## src/rtl/mat_mul_sched_pkg.sv

```systemverilog
// mat_mul_sched_pkg: shared FSM encoding, default sizing and index-width helper
// Exports: state_t, MATRIX_DIM_DEF, PIPE_LAT_DEF, IDX_W_DEF, idx_w()
`ifndef MATRIX_DIM
`define MATRIX_DIM 8
`endif
package mat_mul_sched_pkg;
    localparam int MATRIX_DIM_DEF = `MATRIX_DIM;
    localparam int PIPE_LAT_DEF = 4;
    typedef enum logic [1:0] {
        IDLE  = 2'd0,
        ISSUE = 2'd1,
        DRAIN = 2'd2,
        DONE  = 2'd3
    } state_t;
    // A 1-bit index is kept even for degenerate dimensions so ports never collapse to zero width
    function automatic int idx_w(input int dim);
        return dim > 1 ? $clog2(dim) : 1;
    endfunction
    localparam int IDX_W_DEF = idx_w(MATRIX_DIM_DEF);
endpackage

```

## src/rtl/mat_mul_sched_if.sv

```systemverilog
// mat_mul_sched_if: control/status bundle between the scheduler and its environment
// master drives start/hold and observes issue/write/status; slave is the scheduler side
interface mat_mul_sched_if
    import mat_mul_sched_pkg::*;
#(
    parameter int IDX_W = IDX_W_DEF
);
    logic             start;
    logic             hold;
    logic             issue_valid;
    logic [IDX_W-1:0] row_idx;
    logic [IDX_W-1:0] col_idx;
    logic             wr_en;
    logic [IDX_W-1:0] wr_row;
    logic [IDX_W-1:0] wr_col;
    logic             busy;
    logic             done;
    modport master (
        output start, hold,
        input  issue_valid, row_idx, col_idx, wr_en, wr_row, wr_col, busy, done
    );
    modport slave (
        input  start, hold,
        output issue_valid, row_idx, col_idx, wr_en, wr_row, wr_col, busy, done
    );
endinterface

```

## src/rtl/mat_mul_sched_delay_line.sv

```systemverilog
// sched_delay_line: DEPTH-stage {valid,row,col} shift register mirroring the datapath latency
// Ports: clk, rst (async clear), in_valid/in_row/in_col (stage 0 input),
// out_valid/out_row/out_col (tap at DEPTH), pending (valid anywhere except the tap)
module sched_delay_line #(
    parameter int DEPTH = 4,
    parameter int W     = 3
) (
    input  logic         clk,
    input  logic         rst,
    input  logic         in_valid,
    input  logic [W-1:0] in_row,
    input  logic [W-1:0] in_col,
    output logic         out_valid,
    output logic [W-1:0] out_row,
    output logic [W-1:0] out_col,
    output logic         pending
);
    logic [DEPTH-1:0] vld;
    logic [W-1:0]     rows [DEPTH];
    logic [W-1:0]     cols [DEPTH];
    always_ff @(posedge clk or posedge rst) begin
        if (rst) begin
            vld <= '0;
            for (int i = 0; i < DEPTH; i++) begin
                rows[i] <= '0;
                cols[i] <= '0;
            end
        end else begin
            vld[0]  <= in_valid;
            rows[0] <= in_row;
            cols[0] <= in_col;
            for (int i = 1; i < DEPTH; i++) begin
                vld[i]  <= vld[i-1];
                rows[i] <= rows[i-1];
                cols[i] <= cols[i-1];
            end
        end
    end
    // The tap is excluded: once only the tap is valid, the final write completes this cycle
    always_comb begin
        pending = 1'b0;
        for (int i = 0; i < DEPTH - 1; i++) pending = pending | vld[i];
    end
    assign out_valid = vld[DEPTH-1];
    assign out_row   = rows[DEPTH-1];
    assign out_col   = cols[DEPTH-1];
endmodule

```

## src/rtl/mat_mul_sched.sv

```systemverilog
// mat_mul_sched: row-major issue sequencer and result-write tracker for the matrix-multiply pipeline
// Ports: clk, rst (async, active high); bus (slave): start, hold in;
// issue_valid, row_idx, col_idx, wr_en, wr_row, wr_col, busy, done out
module mat_mul_sched
    import mat_mul_sched_pkg::*;
#(
    parameter int MATRIX_DIM = MATRIX_DIM_DEF,
    parameter int PIPE_LAT   = PIPE_LAT_DEF,
    parameter int IDX_W      = idx_w(MATRIX_DIM)
) (
    input logic            clk,
    input logic            rst,
    mat_mul_sched_if.slave bus
);
    localparam logic [IDX_W-1:0] LAST = IDX_W'(MATRIX_DIM - 1);
    state_t           state, state_n;
    logic [IDX_W-1:0] row, col;
    logic             issue, pend;
    always_ff @(posedge clk or posedge rst) begin
        if (rst) begin
            state <= IDLE;
            row   <= '0;
            col   <= '0;
        end else begin
            state <= state_n;
            if (state == IDLE) begin
                row <= '0;
                col <= '0;
            end else if (issue) begin
                // Power-of-two dimension: col wraps to 0 on its own, row then advances
                col <= col + 1'b1;
                row <= row + IDX_W'(col == LAST);
            end
        end
    end
    always_comb begin
        state_n = state;
        issue   = 1'b0;
        case (state)
            IDLE:  state_n = bus.start ? ISSUE : IDLE;
            ISSUE: begin
                issue   = !bus.hold;
                state_n = (issue && row == LAST && col == LAST) ? DRAIN : ISSUE;
            end
            DRAIN: state_n = pend ? DRAIN : DONE;
            DONE:  state_n = IDLE;
        endcase
    end
    sched_delay_line #(.DEPTH(PIPE_LAT), .W(IDX_W)) u_dl (
        .clk       (clk),
        .rst       (rst),
        .in_valid  (issue),
        .in_row    (row),
        .in_col    (col),
        .out_valid (bus.wr_en),
        .out_row   (bus.wr_row),
        .out_col   (bus.wr_col),
        .pending   (pend)
    );
    assign bus.issue_valid = issue;
    assign bus.row_idx     = row;
    assign bus.col_idx     = col;
    assign bus.busy        = (state == ISSUE) || (state == DRAIN);
    assign bus.done        = (state == DONE);
endmodule

```

## src/flat_wrapper.sv

```systemverilog
// flat-port wrapper written by rule: the top's interface ports become plain ports
module mat_mul_sched_flat import mat_mul_sched_pkg::*;
#(
    parameter int MATRIX_DIM = MATRIX_DIM_DEF,
    parameter int PIPE_LAT   = PIPE_LAT_DEF,
    parameter int IDX_W      = idx_w(MATRIX_DIM)
)
  (clk, rst, bus_start, bus_hold, bus_issue_valid, bus_row_idx, bus_col_idx, bus_wr_en, bus_wr_row, bus_wr_col, bus_busy, bus_done);
  mat_mul_sched_if #(.IDX_W(IDX_W)) bus_i ();
  input logic clk;
  input logic rst;
  input wire logic [$bits(bus_i.start)-1:0] bus_start;
  input wire logic [$bits(bus_i.hold)-1:0] bus_hold;
  output wire logic [$bits(bus_i.issue_valid)-1:0] bus_issue_valid;
  output wire logic [$bits(bus_i.row_idx)-1:0] bus_row_idx;
  output wire logic [$bits(bus_i.col_idx)-1:0] bus_col_idx;
  output wire logic [$bits(bus_i.wr_en)-1:0] bus_wr_en;
  output wire logic [$bits(bus_i.wr_row)-1:0] bus_wr_row;
  output wire logic [$bits(bus_i.wr_col)-1:0] bus_wr_col;
  output wire logic [$bits(bus_i.busy)-1:0] bus_busy;
  output wire logic [$bits(bus_i.done)-1:0] bus_done;
  assign bus_i.start = bus_start;
  assign bus_i.hold = bus_hold;
  assign bus_issue_valid = bus_i.issue_valid;
  assign bus_row_idx = bus_i.row_idx;
  assign bus_col_idx = bus_i.col_idx;
  assign bus_wr_en = bus_i.wr_en;
  assign bus_wr_row = bus_i.wr_row;
  assign bus_wr_col = bus_i.wr_col;
  assign bus_busy = bus_i.busy;
  assign bus_done = bus_i.done;
  mat_mul_sched #(.MATRIX_DIM(MATRIX_DIM), .PIPE_LAT(PIPE_LAT), .IDX_W(IDX_W)) u_core (.clk(clk), .rst(rst), .bus(bus_i));
endmodule
```

## config.mk

```make
export PLATFORM = sky130hd
export DESIGN_NAME = mat_mul_sched_flat
export DESIGN_NICKNAME = d
export VERILOG_FILES = /design/src/rtl/mat_mul_sched_pkg.sv /design/src/rtl/mat_mul_sched_if.sv /design/src/rtl/mat_mul_sched_delay_line.sv /design/src/rtl/mat_mul_sched.sv /design/src/flat_wrapper.sv
export SDC_FILE = /design/constraint.sdc
export NUM_CORES = 1
export LEC_CHECK = 0
export CAP_MARGIN = 40
export CELL_PAD_IN_SITES_DETAIL_PLACEMENT = 0
export CELL_PAD_IN_SITES_GLOBAL_PLACEMENT = 2
export CORE_AREA = 2 2 62 64
export DETAILED_ROUTE_END_ITERATION = 8
export DIE_AREA = 0 0 64 66
export PLACE_DENSITY_LB_ADDON = 0.1
export SYNTH_ARGS = -nofsm -noshare
export SYNTH_HDL_FRONTEND = slang
export SYNTH_SLANG_ARGS = --single-unit
export TNS_END_PERCENT = 30
```

## constraint.sdc

```tcl
create_clock -name clk -period 1.9 [get_ports clk]
set_input_delay 0.38 -clock clk [delete_from_list [all_inputs] [get_ports clk]]
set_output_delay 0.38 -clock clk [all_outputs]
set_load 0.005 [all_outputs]
```

==> out/metrics.sh <==
TIMING_MAX_TRANSITION_VIOLATIONS_FINAL=0
MAXSLEWHEADROOM_PCT=71.8
CTS_HTREE_LEVELS=2
FINAL_HOLD_VIOL_COUNT=0
SYN2LAYOUT_AREA_GROWTH_PCT=23.3
LARGEST_NET_DEGREE_AT_THE_START_OF_GLOBAL_ROUTING=37
CRIT_PATH_KIND='flop to output port'
NETLIST.AREA_LEADER.SHARE_PCT=73.8
POSTSYNTHAREAPERCELL_UM2=15.9
CTS.ROOT.BUFFER_CELL='sky130_fd_sc_hd__clkbuf_4'
ROUTED_VIAS_INST=4.15
CLOCK_SKEW_NS=0.00460
STATIC-LEAKAGE-POWER_nW=0.771
FLOORPLAN.INITIALDENSITY_PCT=34.4
CRIT_ARRIVAL_NS=1.41
SETUP_VIOL=0
DETAIL_ROUTE.DRC_VIOLATIONS=0
DETAILEDROUTE.FIRSTPASSITERATIONCOUNT=4
GLOBALROUTETOTALUTIL_PCT=9.71
GRT_PASS1_WL_MM=2.93
PORT_BUFFERS=19
SYNTH-ASYNC-RESET-RATIO_PCT=100
FINISH.NET_COUNT=111
DIE_WIDTH_UM=64
POST_CTS_HOLD_BUFFER_COUNT=0
WORSTMARGINPINSLEW_NS=0.422
SYNTHFLOPTYPE='sky130_fd_sc_hd__dfrtp_1'
POST_SYNTH_INSTANCE_AREA_UM2=1220
LAYOUT-DRIVE-GT1-SHARE_PCT=13.1
GLOBALROUTE.TOTALOVERFLOW=0
NUMCTSBUFFERS=5
ANTENNA_VIOLATIONS_BEFORE_REPAIR=0
PRECTSSETUPSLACK_NS=0.0397
CELL_TYPES_WITH_THE_LARGEST_AREA_SHARE_AFTER_SYNTHESIS='sky130_fd_sc_hd__dfrtp_1 74%, sky130_fd_sc_hd__ha_1 8.2%, sky130_fd_sc_hd__buf_4 3.7%'
SYN-NUM-NETS=89
ROUTED_WIRELENGTH_NORMALIZED_BY_INSTANCE_COUNT_UM=10.9
FIRST_ITER_VIOLATIONS=37
SYNTH_CELL_TYPE_COUNT=19
IO-PIN-COUNT=20
SYNTH_WARN=0
HOLD_PATH_CLASS='flop to flop'
RUN_STATUS='complete, no violations'
FIRST_GLOBAL_VIAS=649
CRITICAL_PATH.ENDPOINT_TYPE='output port'
MAX_CAP_VIOLATIONS=0
COMMONEST_CELLS_IN_THE_SYNTHESIZED_NETLIST='36 x sky130_fd_sc_hd__dfrtp_1, 8 x sky130_fd_sc_hd__ha_1, 6 x sky130_fd_sc_hd__buf_4, 6 x sky130_fd_sc_hd__nor2_1, 4 x sky130_fd_sc_hd__mux2i_1'
DESIGN.DIE.AREA_UM2=4220
DIE_H_UM=66
YS_SEQ_AREA_SHARE_PCT=73.8
POSTSYNTHREGISTERBITS=36
MIN_PERIOD_OVER_PERIOD_PCT=94.5
WL_MM=1.60
ANTENNA_LEFT=0
GPL.FINAL_WEIGHTED_CONGESTION=0.688
ROUTE.VIAS.TOTAL=610
WORST_IR_DROP_VDD_mV=0.397
MAXIMUM_ACHIEVABLE_FREQUENCY_MHz=557
CORE.ROWCOUNT=22
GRT_SETUP_UNREPAIRED='false'
POST-ROUTE-WORST-SETUP-SLACK_NS=0.105
CTS.CLK_SLEW.WORST_PATHS_NS=0.10
CTS_BUFFER_DEPTH=2
POST-SYNTH-TOP-AREA-CELL='sky130_fd_sc_hd__dfrtp_1'
WORST_SKEW_LATE_LATENCY_NS=0.32
START_KIND='flop'
CLKSINKCOUNT=36
WORSTPATHMAXFANOUT=5
CORE_AREA_UM2=3550
TRITONCTS_CLOCK_TREE='yes'
HPWL_MM=1.05
FIN_TNS_SETUP_NS=0
ANTENNA_CELLS_INSERTED=0
SYN_INST=77
P_PER_AREA_nW_PER_UM2=1070
POST-SYNTH-TOP-COUNT-CELL='sky130_fd_sc_hd__dfrtp_1'
SYNTH-EDFF-COUNT=0
MIN_PERIOD_NS=1.79
WORST_EP_REQUIRED_TIME_NS=1.52
==> metrics by stage <==
step                      utilization [%]  hold slack [ns]  std cells  total power, W  area [um2]
after floorplan                         -            0.331         77         0.00108        1220
after global placement               40.3            0.332        139         0.00121        1430
after detailed placement             40.3            0.335        139         0.00122        1430
after CTS                            42.3            0.356        147         0.00165        1500
after global routing                 42.4            0.366        147         0.00173        1510
final                                42.4            0.350        147         0.00161        1510
==> sequential cells by signal, indices dropped and copies added, names as in the netlist, named ones only <==
register             count
u_core.state             1
u_core.u_dl.out_col      3
u_core.bus.col_idx       3
u_core.bus.row_idx       3
u_core.u_dl.vld          4
u_core.u_dl.rows         9
u_core.u_dl.cols         9
u_core.u_dl.out_row      3
==> worst max-delay path, cell delays in order (launching register included) <==
cell and delay [ns]:
sky130_fd_sc_hd__dfrtp_1 0.45, sky130_fd_sc_hd__ha_1 0.23, sky130_fd_sc_hd__nor2b_2 0.15, sky130_fd_sc_hd__dlygate4sd2_1 0.26
==> final timing paths <==
kind / startpoint / endpoint / slack [ns] / cells past startpoint
max in group asynchronous: rst / u_core.u_dl.cols[7]$_DFF_PP0_ / 1.14 / 3
worst min-delay path: u_core.u_dl.rows[9]$_DFF_PP0_ / u_core.u_dl.rows[6]$_DFF_PP0_ / 0.35 / 0
worst min register to register: u_core.u_dl.rows[9]$_DFF_PP0_ / u_core.u_dl.rows[6]$_DFF_PP0_ / 0.35 / 0
worst max-delay path: u_core.state[0]$_DFF_PP0_ / bus_issue_valid / 0.11 / 3
worst max register to register: u_core.bus.col_idx[0]$_DFFE_PP0P_ / u_core.bus.row_idx[2]$_DFFE_PP0P_ / 0.28 / 7
min in group asynchronous: rst / u_core.u_dl.vld[3]$_DFF_PP0_ / 0.45 / 3
==> cell type report <==
| cell class | count | area, um2 |
|---|---|---|
| repair buffers | 23 | 220 |
| clock buffers | 7 | 65.1 |
| multi-input cells | 30 | 248 |
| inverters | 3 | 11.3 |
| flip-flops and latches | 36 | 901 |
| fillers | 322 | 2050 |
| well taps | 48 | 60.1 |
==> power breakdown <==
group / switching (W) / internal [W]
combinational: 0.000123 / 0.000155
sequential: 0.0000515 / 0.000855
clock: 0.000217 / 0.000210
total: 0.000392 / 0.00122
==> timing repair <==
item / CTS / global route
resized for setup: 3 / 1
endpoints found under the setup margin: 2 / 1
gates cloned: 0 / 0
buffers inserted: 1 / 0
hold endpoints to repair: 0 / 0
==> routing by layer <==
layer | GRT usage [%] | part of all wire, %
met2 | 13.9 | 45
met1 | 11.3 | 45
met4 | 5.71 | 2.5
met5 | 0 | 0
met3 | 5.45 | 7.4
==> placed cells by master (no fill, tap or decap), types with 2 or more instances in the layout <==
cell type,synthesis,layout
sky130_fd_sc_hd__buf_4,6,4
sky130_fd_sc_hd__clkbuf_4,0,5
sky130_fd_sc_hd__clkbuf_8,0,2
sky130_fd_sc_hd__clkdlybuf4s50_1,0,16
sky130_fd_sc_hd__dfrtp_1,36,36
sky130_fd_sc_hd__dlygate4sd2_1,0,2
sky130_fd_sc_hd__ha_1,8,8
sky130_fd_sc_hd__inv_1,3,2
sky130_fd_sc_hd__mux2i_1,4,4
sky130_fd_sc_hd__nor2_1,6,6
sky130_fd_sc_hd__nor2b_1,2,2
==> kinds of logic after synthesis <==
group,count (synthesis),share of synthesized area [%]
and+or+nand+nor,14,6.05
muxes,4,3.28
adders and majority gates,8,8.20
xor gates and xnor gates,2,1.43
DFF,36,73.8
buffers and inverters,11,5.94
AOI/OAI and AO/OA,2,1.33
(Power assumes the default switching activity.)
